## config.mk

```make
export PLATFORM = sky130hd
export DESIGN_NAME = mem_port_arbiter
export DESIGN_NICKNAME = d
export VERILOG_FILES = /design/src/rtl/mem_port_arbiter.sv
export SDC_FILE = /design/constraint.sdc
export NUM_CORES = 1
export LEC_CHECK = 0
export CAP_MARGIN = 40
export CORE_ASPECT_RATIO = 0.6
export CORE_MARGIN = 5
export CORE_UTILIZATION = 45
export CTS_CLUSTER_DIAMETER = 80
export CTS_CLUSTER_SIZE = 20
export DETAILED_ROUTE_END_ITERATION = 8
export DONT_BUFFER_PORTS = 1
export SLEW_MARGIN = 5
export SYNTH_ARGS = -nofsm -noshare
export SYNTH_HDL_FRONTEND = slang
export SYNTH_SLANG_ARGS = --single-unit
```

## constraint.sdc

```tcl
create_clock -name clk -period 6.1 [get_ports clk]
set_input_delay 1.22 -clock clk [delete_from_list [all_inputs] [get_ports clk]]
set_output_delay 1.22 -clock clk [all_outputs]
set_load 0.02 [all_outputs]
```

## src/rtl/mem_port_arbiter.sv

```systemverilog
// mem_port_arbiter: shares a single word-addressed memory port between the
// instruction-fetch requester (IF) and the load/store requester (D). At most one
// access is issued per cycle; read responses are steered back to their owner
// through a fixed-latency tracking pipeline, and stale fetches are discarded
// on redirect by a 1-bit epoch.
module mem_port_arbiter #(
  parameter int ADDRESS_WIDTH = 32,
  parameter int DATA_WIDTH    = 32,
  parameter int MEM_LATENCY   = 1,
  parameter int STARVE_LIMIT  = 4
) (
  input  logic                     clk,
  input  logic                     rst,
  input  logic                     if_req,
  input  logic [ADDRESS_WIDTH-1:0] if_addr,
  output logic                     if_gnt,
  output logic                     if_rvalid,
  output logic [DATA_WIDTH-1:0]    if_rdata,
  input  logic                     if_flush,
  output logic                     if_misalign,
  input  logic                     d_req,
  input  logic                     d_we,
  input  logic [ADDRESS_WIDTH-1:0] d_addr,
  input  logic [DATA_WIDTH-1:0]    d_wdata,
  input  logic [3:0]               d_be,
  output logic                     d_gnt,
  output logic                     d_rvalid,
  output logic [DATA_WIDTH-1:0]    d_rdata,
  output logic                     mem_req,
  output logic                     mem_we,
  output logic [ADDRESS_WIDTH-1:0] mem_addr,
  output logic [DATA_WIDTH-1:0]    mem_wdata,
  output logic [3:0]               mem_be,
  input  logic [DATA_WIDTH-1:0]    mem_rdata
);

  localparam int             CW    = $clog2(STARVE_LIMIT + 1);
  localparam logic [CW-1:0]  LIMIT = CW'(STARVE_LIMIT);
  localparam int             LAST  = MEM_LATENCY - 1;

  // Arbitration state
  logic [CW-1:0]            starve_q, starve_d;
  logic                     epoch_q, epoch_d;
  logic [ADDRESS_WIDTH-1:0] mem_addr_q, mem_addr_d;
  logic [DATA_WIDTH-1:0]    wdata_q, wdata_d;

  // In-flight tracking pipeline: index 0 is the newest access, LAST the oldest
  logic [MEM_LATENCY-1:0]   pv_q, pv_d;   // entry holds a read
  logic [MEM_LATENCY-1:0]   po_q, po_d;   // owner: 1 = D, 0 = IF
  logic [MEM_LATENCY-1:0]   pe_q, pe_d;   // epoch at issue time

  logic if_prio, if_wins;

  // D address low bits select bytes inside a word and play no part in the word index
  logic d_addr_lsb_unused;
  assign d_addr_lsb_unused = ^d_addr[1:0];

  // Grant selection, memory-port drive and starvation counter update
  always_comb begin
    if_prio     = (starve_q == LIMIT);
    if_wins     = !rst && if_req && (if_prio || !d_req);
    if_misalign = if_wins && (if_addr[1:0] != 2'b00);
    if_gnt      = if_wins && !if_misalign;
    // A misaligned fetch gives up the port, so D can still use this cycle
    d_gnt       = !rst && d_req && !if_gnt;

    mem_addr_d  = mem_addr_q;
    wdata_d     = wdata_q;
    mem_we      = 1'b0;
    mem_be      = 4'h0;
    if (if_gnt) begin
      mem_addr_d = {2'b00, if_addr[ADDRESS_WIDTH-1:2]};
      mem_be     = 4'hF;
    end else if (d_gnt) begin
      mem_addr_d = {2'b00, d_addr[ADDRESS_WIDTH-1:2]};
      wdata_d    = d_wdata;
      mem_we     = d_we;
      mem_be     = d_we ? d_be : 4'hF;
    end
    mem_req   = if_gnt || d_gnt;
    mem_addr  = mem_addr_d;
    mem_wdata = wdata_d;

    starve_d = starve_q;
    if (!if_req || if_gnt || if_misalign) begin
      starve_d = '0;
    end else if (starve_q != LIMIT) begin
      starve_d = starve_q + CW'(1);
    end

    epoch_d = epoch_q ^ if_flush;
  end

  // Shift the tracking pipeline one stage and push this cycle's access
  always_comb begin
    pv_d = pv_q;
    po_d = po_q;
    pe_d = pe_q;
    for (int i = 1; i < MEM_LATENCY; i++) begin
      pv_d[i] = pv_q[i-1];
      po_d[i] = po_q[i-1];
      pe_d[i] = pe_q[i-1];
    end
    pv_d[0] = if_gnt || (d_gnt && !d_we);
    po_d[0] = d_gnt;
    pe_d[0] = epoch_q;
  end

  // State registers; reset empties the pipeline so earlier reads never return
  always_ff @(posedge clk) begin
    if (rst) begin
      starve_q   <= '0;
      epoch_q    <= 1'b0;
      mem_addr_q <= '0;
      wdata_q    <= '0;
      pv_q       <= '0;
      po_q       <= '0;
      pe_q       <= '0;
    end else begin
      starve_q   <= starve_d;
      epoch_q    <= epoch_d;
      mem_addr_q <= mem_addr_d;
      wdata_q    <= wdata_d;
      pv_q       <= pv_d;
      po_q       <= po_d;
      pe_q       <= pe_d;
    end
  end

  // Steer the oldest in-flight read back to its owner; fetches from an old epoch are dropped
  assign if_rvalid = !rst && pv_q[LAST] && !po_q[LAST] && (pe_q[LAST] == epoch_q);
  assign d_rvalid  = !rst && pv_q[LAST] && po_q[LAST];
  assign if_rdata  = mem_rdata;
  assign d_rdata   = mem_rdata;

endmodule

```

==> After elaboration in Yosys (flattened, before gate mapping) <==
Index checks and enable logic that the tools add are counted.
{ "classes": {"muxes": 9, "bitwise_logic": 1, "n_eq_ne": 3, "n_addsub": 1, "reduce_logical": 25} }
{ "op_table": {"columns": ["operator", "n"], "rows": [
  ["32-bit 2-to-1 mux", 4],
  ["4-bit 2-to-1 mux", 3],
  ["1-bit logical AND", 11],
  ["1-bit logical NOT", 7],
  ["1-bit logical OR", 5],
  ["3-bit by 1-bit adder with 3-bit output (second input constant)", 1],
  ["3-bit equality test (second input constant)", 1],
  ["3-bit inequality test (second input constant)", 1],
  ["1-bit 2-to-1 mux", 2],
  ["2-bit nonzero test", 1],
  ["2-bit OR reduction", 1],
  ["1-bit equality test", 1],
  ["1-bit bitwise XOR", 1]
]} }
{ "totals": {"ff_bits": 71, "input_bits": 138, "wordCells": 46} }

==> Longest topological paths before layout <==
{ "logic_depth": {"word_depth": 10, "mapped_depth": 8} }

==> Worst setup path before layout <==
OpenSTA, ideal clock, no wires.
{ "synth_timing": {"kind": "input to output", "start": "input rst", "end": "output mem_addr[10]", "stages": 7, "arrival_ns": 2.830, "slack_ns": 2.050, "required_time_ns": 4.880, "path_buffers": 4, "cell_sequence": "buf_2 -> or4b_1 -> buf_2 -> or2_1 -> buf_6 -> buf_2 -> a31oi_1"} }
{ "synth_via": {"elab_chain_cells": 10, "elab_cells_between_ends": 11, "classes_between": "mux: 2; reduce/logical: 9"} }
{ "synth_rtl": {"columns": ["element", "line_no", "rtl"], "rows": [
  ["from (decl)", "13", "input logic rst,"],
  ["1-bit logical NOT *", "61, 65", null],
  ["1-bit logical AND (2 in series)", "61", "if_wins = !rst && if_req && (if_prio || !d_req);"],
  ["1-bit logical AND", "62", "if_misalign = if_wins && (if_addr[1:0] != 2'b00);"],
  ["1-bit logical NOT", "63", "if_gnt = if_wins && !if_misalign;"],
  ["1-bit logical AND", "63", null],
  ["1-bit logical NOT", "65", "d_gnt = !rst && d_req && !if_gnt;"],
  ["1-bit logical AND", "65", null],
  ["32-bit 2-to-1 mux", "74", "end else if (d_gnt) begin"],
  ["32-bit 2-to-1 mux *", "71", "if (if_gnt) begin"],
  ["to (decl)", "31", "output logic [ADDRESS_WIDTH-1:0] mem_addr,"]
]} }
Mark *: on every way between the ends. The rest lies on a longest branch, timed or not.

==> Worst setup path in the final report <==
{ "layout_timing": {"start": "input if_addr[1]", "end": "output mem_wdata[27]"} }
{ "layout_via": {"elab_chain_cells": 8} }
{ "layout_rtl": {"columns": ["element", "line_no", "rtl"], "rows": [
  ["from (decl)", "15", "input logic [ADDRESS_WIDTH-1:0] if_addr,"],
  ["2-bit nonzero test *", "62", null],
  ["1-bit logical AND *", "62", null],
  ["1-bit logical NOT *", "63", null],
  ["1-bit logical AND *", "63", null],
  ["1-bit logical NOT", "65", null],
  ["1-bit logical AND", "65", null],
  ["32-bit 2-to-1 mux", "74", null],
  ["32-bit 2-to-1 mux *", "71", null],
  ["to (decl)", "32", "output logic [DATA_WIDTH-1:0] mem_wdata,"]
]} }
Marked as above.

==> flow_summary_export.csv <==
group,metric,value,unit
run,cap_violations,0,
logic_synthesis,synth_area_per_cell,8.58,um^2
layout,syn_to_final_growth,-3.56,%
cts,clkSlewWorstSetupHoldPaths,0.05,ns
logic_synthesis,synth.area.top_cells,"dfxtp_1 31%, buf_4 11%, a211oi_2 8.2%",
layout,mostFrequentLayoutCells,"71 x dfxtp_1, 63 x nand2_1, 36 x inv_1",
cts,cts_sinks,71,
die,die_area,12300,um^2
sta,worst_slew_pin_slew,0.713,ns
cts,post_cts_resize_count,0,
worst_setup_path,rr_endpoint,"mem_addr_q[4]$_SDFF_PP0_",
grt,grt_pass1_wl,17400,um
worst_setup_path,slowest_delay,0.59,ns
sta,max-slew-margin-rel,0.520,
worst_setup_path,critical_path_class,"input pin to output port",
pwr,power.leakage,1.75,nW
worst_setup_path,setup.worst_path.start,"if_addr[1]",
sta,rsz0062_at_grt,"no",
logic_synthesis,synth_top_area_frac,0.311,
die,core,9880,um^2
layout,multi_input_area,2290,um^2
detailed_routing,wl,10800,um
cts,cts_buffers,9,
cts,cts-root-buf,"clkbuf_16",
sta,drv_slew,0,
die,pin_count,277,
detailed_routing,drc,0,
logic_synthesis,async_flop_share,0,
logic_synthesis,postSynthCellCount,532,
logic_synthesis,yosysTopAreaCell,"dfxtp_1",
die,initial_core_util,0.462,
worst_setup_path,path_common_cell,"buf_4",
logic_synthesis,synth_enable_flop_cells,0,
cts,cts_setup_buffers,0,
detailed_routing,drt_iter0_markers,147,
detailed_routing,ant_nets,0,
worst_setup_path,rr_worst_depth,6,
pwr,ir_worst_vdd,0.164,mV
sta,timing.final.crit_share,0.741,
logic_synthesis,synth_cell_types,32,
grt,grt_pass1_vias,3472,
layout,fin_nets,583,
place,gp_congestion,0.744,
cts,cts_tree,"built",
logic_synthesis,ys.flop_type,"dfxtp_1",
worst_setup_path,cp_cell_sequence,"or4b_1 > buf_4 > o21ai_4 > buf_4 > mux2_2",
sta,finalHoldViolations,0,
pwr,powerDensity,284,nW/um^2
sta,finalClockSkew,0.00814,ns
layout,mostFrequentLayoutCell,"dfxtp_1",
logic_synthesis,synth_warnings,0,
layout,antennaDiodeCount,0,
detailed_routing,vias,3315,
worst_setup_path,cp.required,4.88,ns
sta,fin_tns_setup,0,ns
die,rows,28,
logic_synthesis,yosysSeqAreaShare,0.311,
grt,antenna_found_initial,0,
logic_synthesis,synth_area,4570,um^2
layout,drive_gt1_frac,0.196,
place,dp.final_hpwl,7360,um
cts,clockBufferDepth,2,
logic_synthesis,ys_ff_latch,71,
worst_setup_path,startpoint_type,"input pin",
worst_setup_path,reg2reg_slack,3.88,ns
die,die_w,140,um
grt,grt_overflow,0,
cts,cts-hold-fix-buffers,0,
run_status,outcome,"finished clean",
detailed_routing,dr.pass1.iters,4,
worst_setup_path,slowest_stage,"buf_4",
logic_synthesis,syn-num-nets,672,
sta,fmax,221,MHz
worst_hold_path,hold_path_class,"flop to flop",
worst_setup_path,cp_max_fo,66,
cts,clk_latency,0.33,ns
worst_setup_path,cp-end-kind,"output port",
layout,fill_cells,972,
worst_setup_path,crit_end,"mem_wdata[27]",
worst_setup_path,arrival,3.30,ns
sta,hold_ws,0.462,ns
cts,h-tree-depth,3,
worst_setup_path,reg2reg_from,"starve_q[0]$_SDFFE_PP0N_",
grt,grt_max_degree,73,
detailed_routing,drt-vias-per-instance,5.69,
sta,setup_viol,0,
layout,final-seq-area,1420,um^2
place,io_buffers,0,
grt,grt_util_all_layers,0.174,
die,dieHeight,88.0,um
detailed_routing,routedWlPerCell,18.6,um
sta,post-route-min-period,4.52,ns
## routing by layer
metal / part of all wire / vias up / GRT usage
met3: 0.086 / 33 / 0.0742
met5: 0 / - / 0
met1: 0.43 / 1546 / 0.205
met2: 0.46 / 139 / 0.287
li1: - / 1597 / -
met4: 0.022 / 0 / 0.0642
## critical path: cells and delay by family
kind	cells	cell delay, ns
buffers and inverters	2	0.87
AO/OA/AOI/OAI	1	0.16
multiplexers	1	0.48
AND/OR/NAND/NOR	1	0.53
## stage by stage
step | area, um^2 | utilization | power [mW] | instances | worst slack [ns]
after floorplan | 4570 | - | 0.759 | 532 | 2.05
after global placement | 4070 | 0.412 | 0.704 | 565 | 1.65
after detailed placement | 4090 | 0.414 | 0.710 | 567 | 1.60
after CTS | 4400 | 0.446 | 1.27 | 583 | 1.60
after global routing | 4400 | 0.446 | 1.31 | 583 | 1.49
final | 4400 | 0.446 | 1.25 | 583 | 1.58
## state kept, by name, indices dropped and copies added, names as in the netlist
register    flops
wdata_q        32
pe_q            1
pv_q            1
mem_addr_q     32
po_q            1
epoch_q         1
starve_q        3
## cells by family (layout without fill, tap and decap cells)
kind of cell    Yosys count  after routing  share of synthesized area
buf+inv                 146             62                      0.192
xor+xnor                  2              2                    0.00384
mux                      63             63                      0.147
fa+ha+maj                 2              2                    0.00548
compound gates          100            100                      0.178
simple gates            148            148                      0.162
flops                    71             71                      0.311
## cells in the mapped netlist, types with 2 or more instances
| cell type | instances |
|---|---|
| nand2b_1 | 33 |
| clkbuf_1 | 27 |
| nor3_1 | 30 |
| mux2i_1 | 31 |
| nor2b_1 | 6 |
| o21ai_0 | 5 |
| inv_1 | 36 |
| nand2_1 | 63 |
| nor2_1 | 4 |
| o22ai_1 | 32 |
| ha_1 | 2 |
| a211oi_2 | 30 |
| a31oi_1 | 30 |
| dfxtp_1 | 71 |
| and3_1 | 3 |
| nor4b_1 | 4 |
| mux2_1 | 3 |
| buf_2 | 6 |
| buf_6 | 10 |
| mux2_2 | 29 |
| buf_4 | 66 |
## where the power goes
group	switching, mW	internal, mW	total (mW)
sequential	0.0137	0.492	0.506
clock	0.196	0.356	0.552
combinational	0.122	0.0704	0.192
## worst min-delay path by stage
stage                                        start                        to  slack (ns)  cells after the start
final                     starve_q[0]$_SDFFE_PP0N_  starve_q[0]$_SDFFE_PP0N_        0.46                      1
after floorplan           starve_q[0]$_SDFFE_PP0N_  starve_q[0]$_SDFFE_PP0N_        0.42                      1
after global routing      starve_q[0]$_SDFFE_PP0N_  starve_q[0]$_SDFFE_PP0N_        0.47                      1
after CTS                 starve_q[0]$_SDFFE_PP0N_  starve_q[0]$_SDFFE_PP0N_        0.46                      1
after global placement    starve_q[0]$_SDFFE_PP0N_  starve_q[0]$_SDFFE_PP0N_        0.44                      1
after detailed placement  starve_q[0]$_SDFFE_PP0N_  starve_q[0]$_SDFFE_PP0N_        0.45                      1
## layout make-up
cell class / instances / share of cell area
clock inverters: 6 / 0.0193
inverters: 37 / 0.0315
repair buffers: 9 / 0.0165
clock buffers: 10 / 0.0520
flip-flops and latches: 71 / 0.323
well taps: 135 / 0.0384
multi-input cells: 315 / 0.519
No activity file was read; power rests on OpenSTA's default activity.
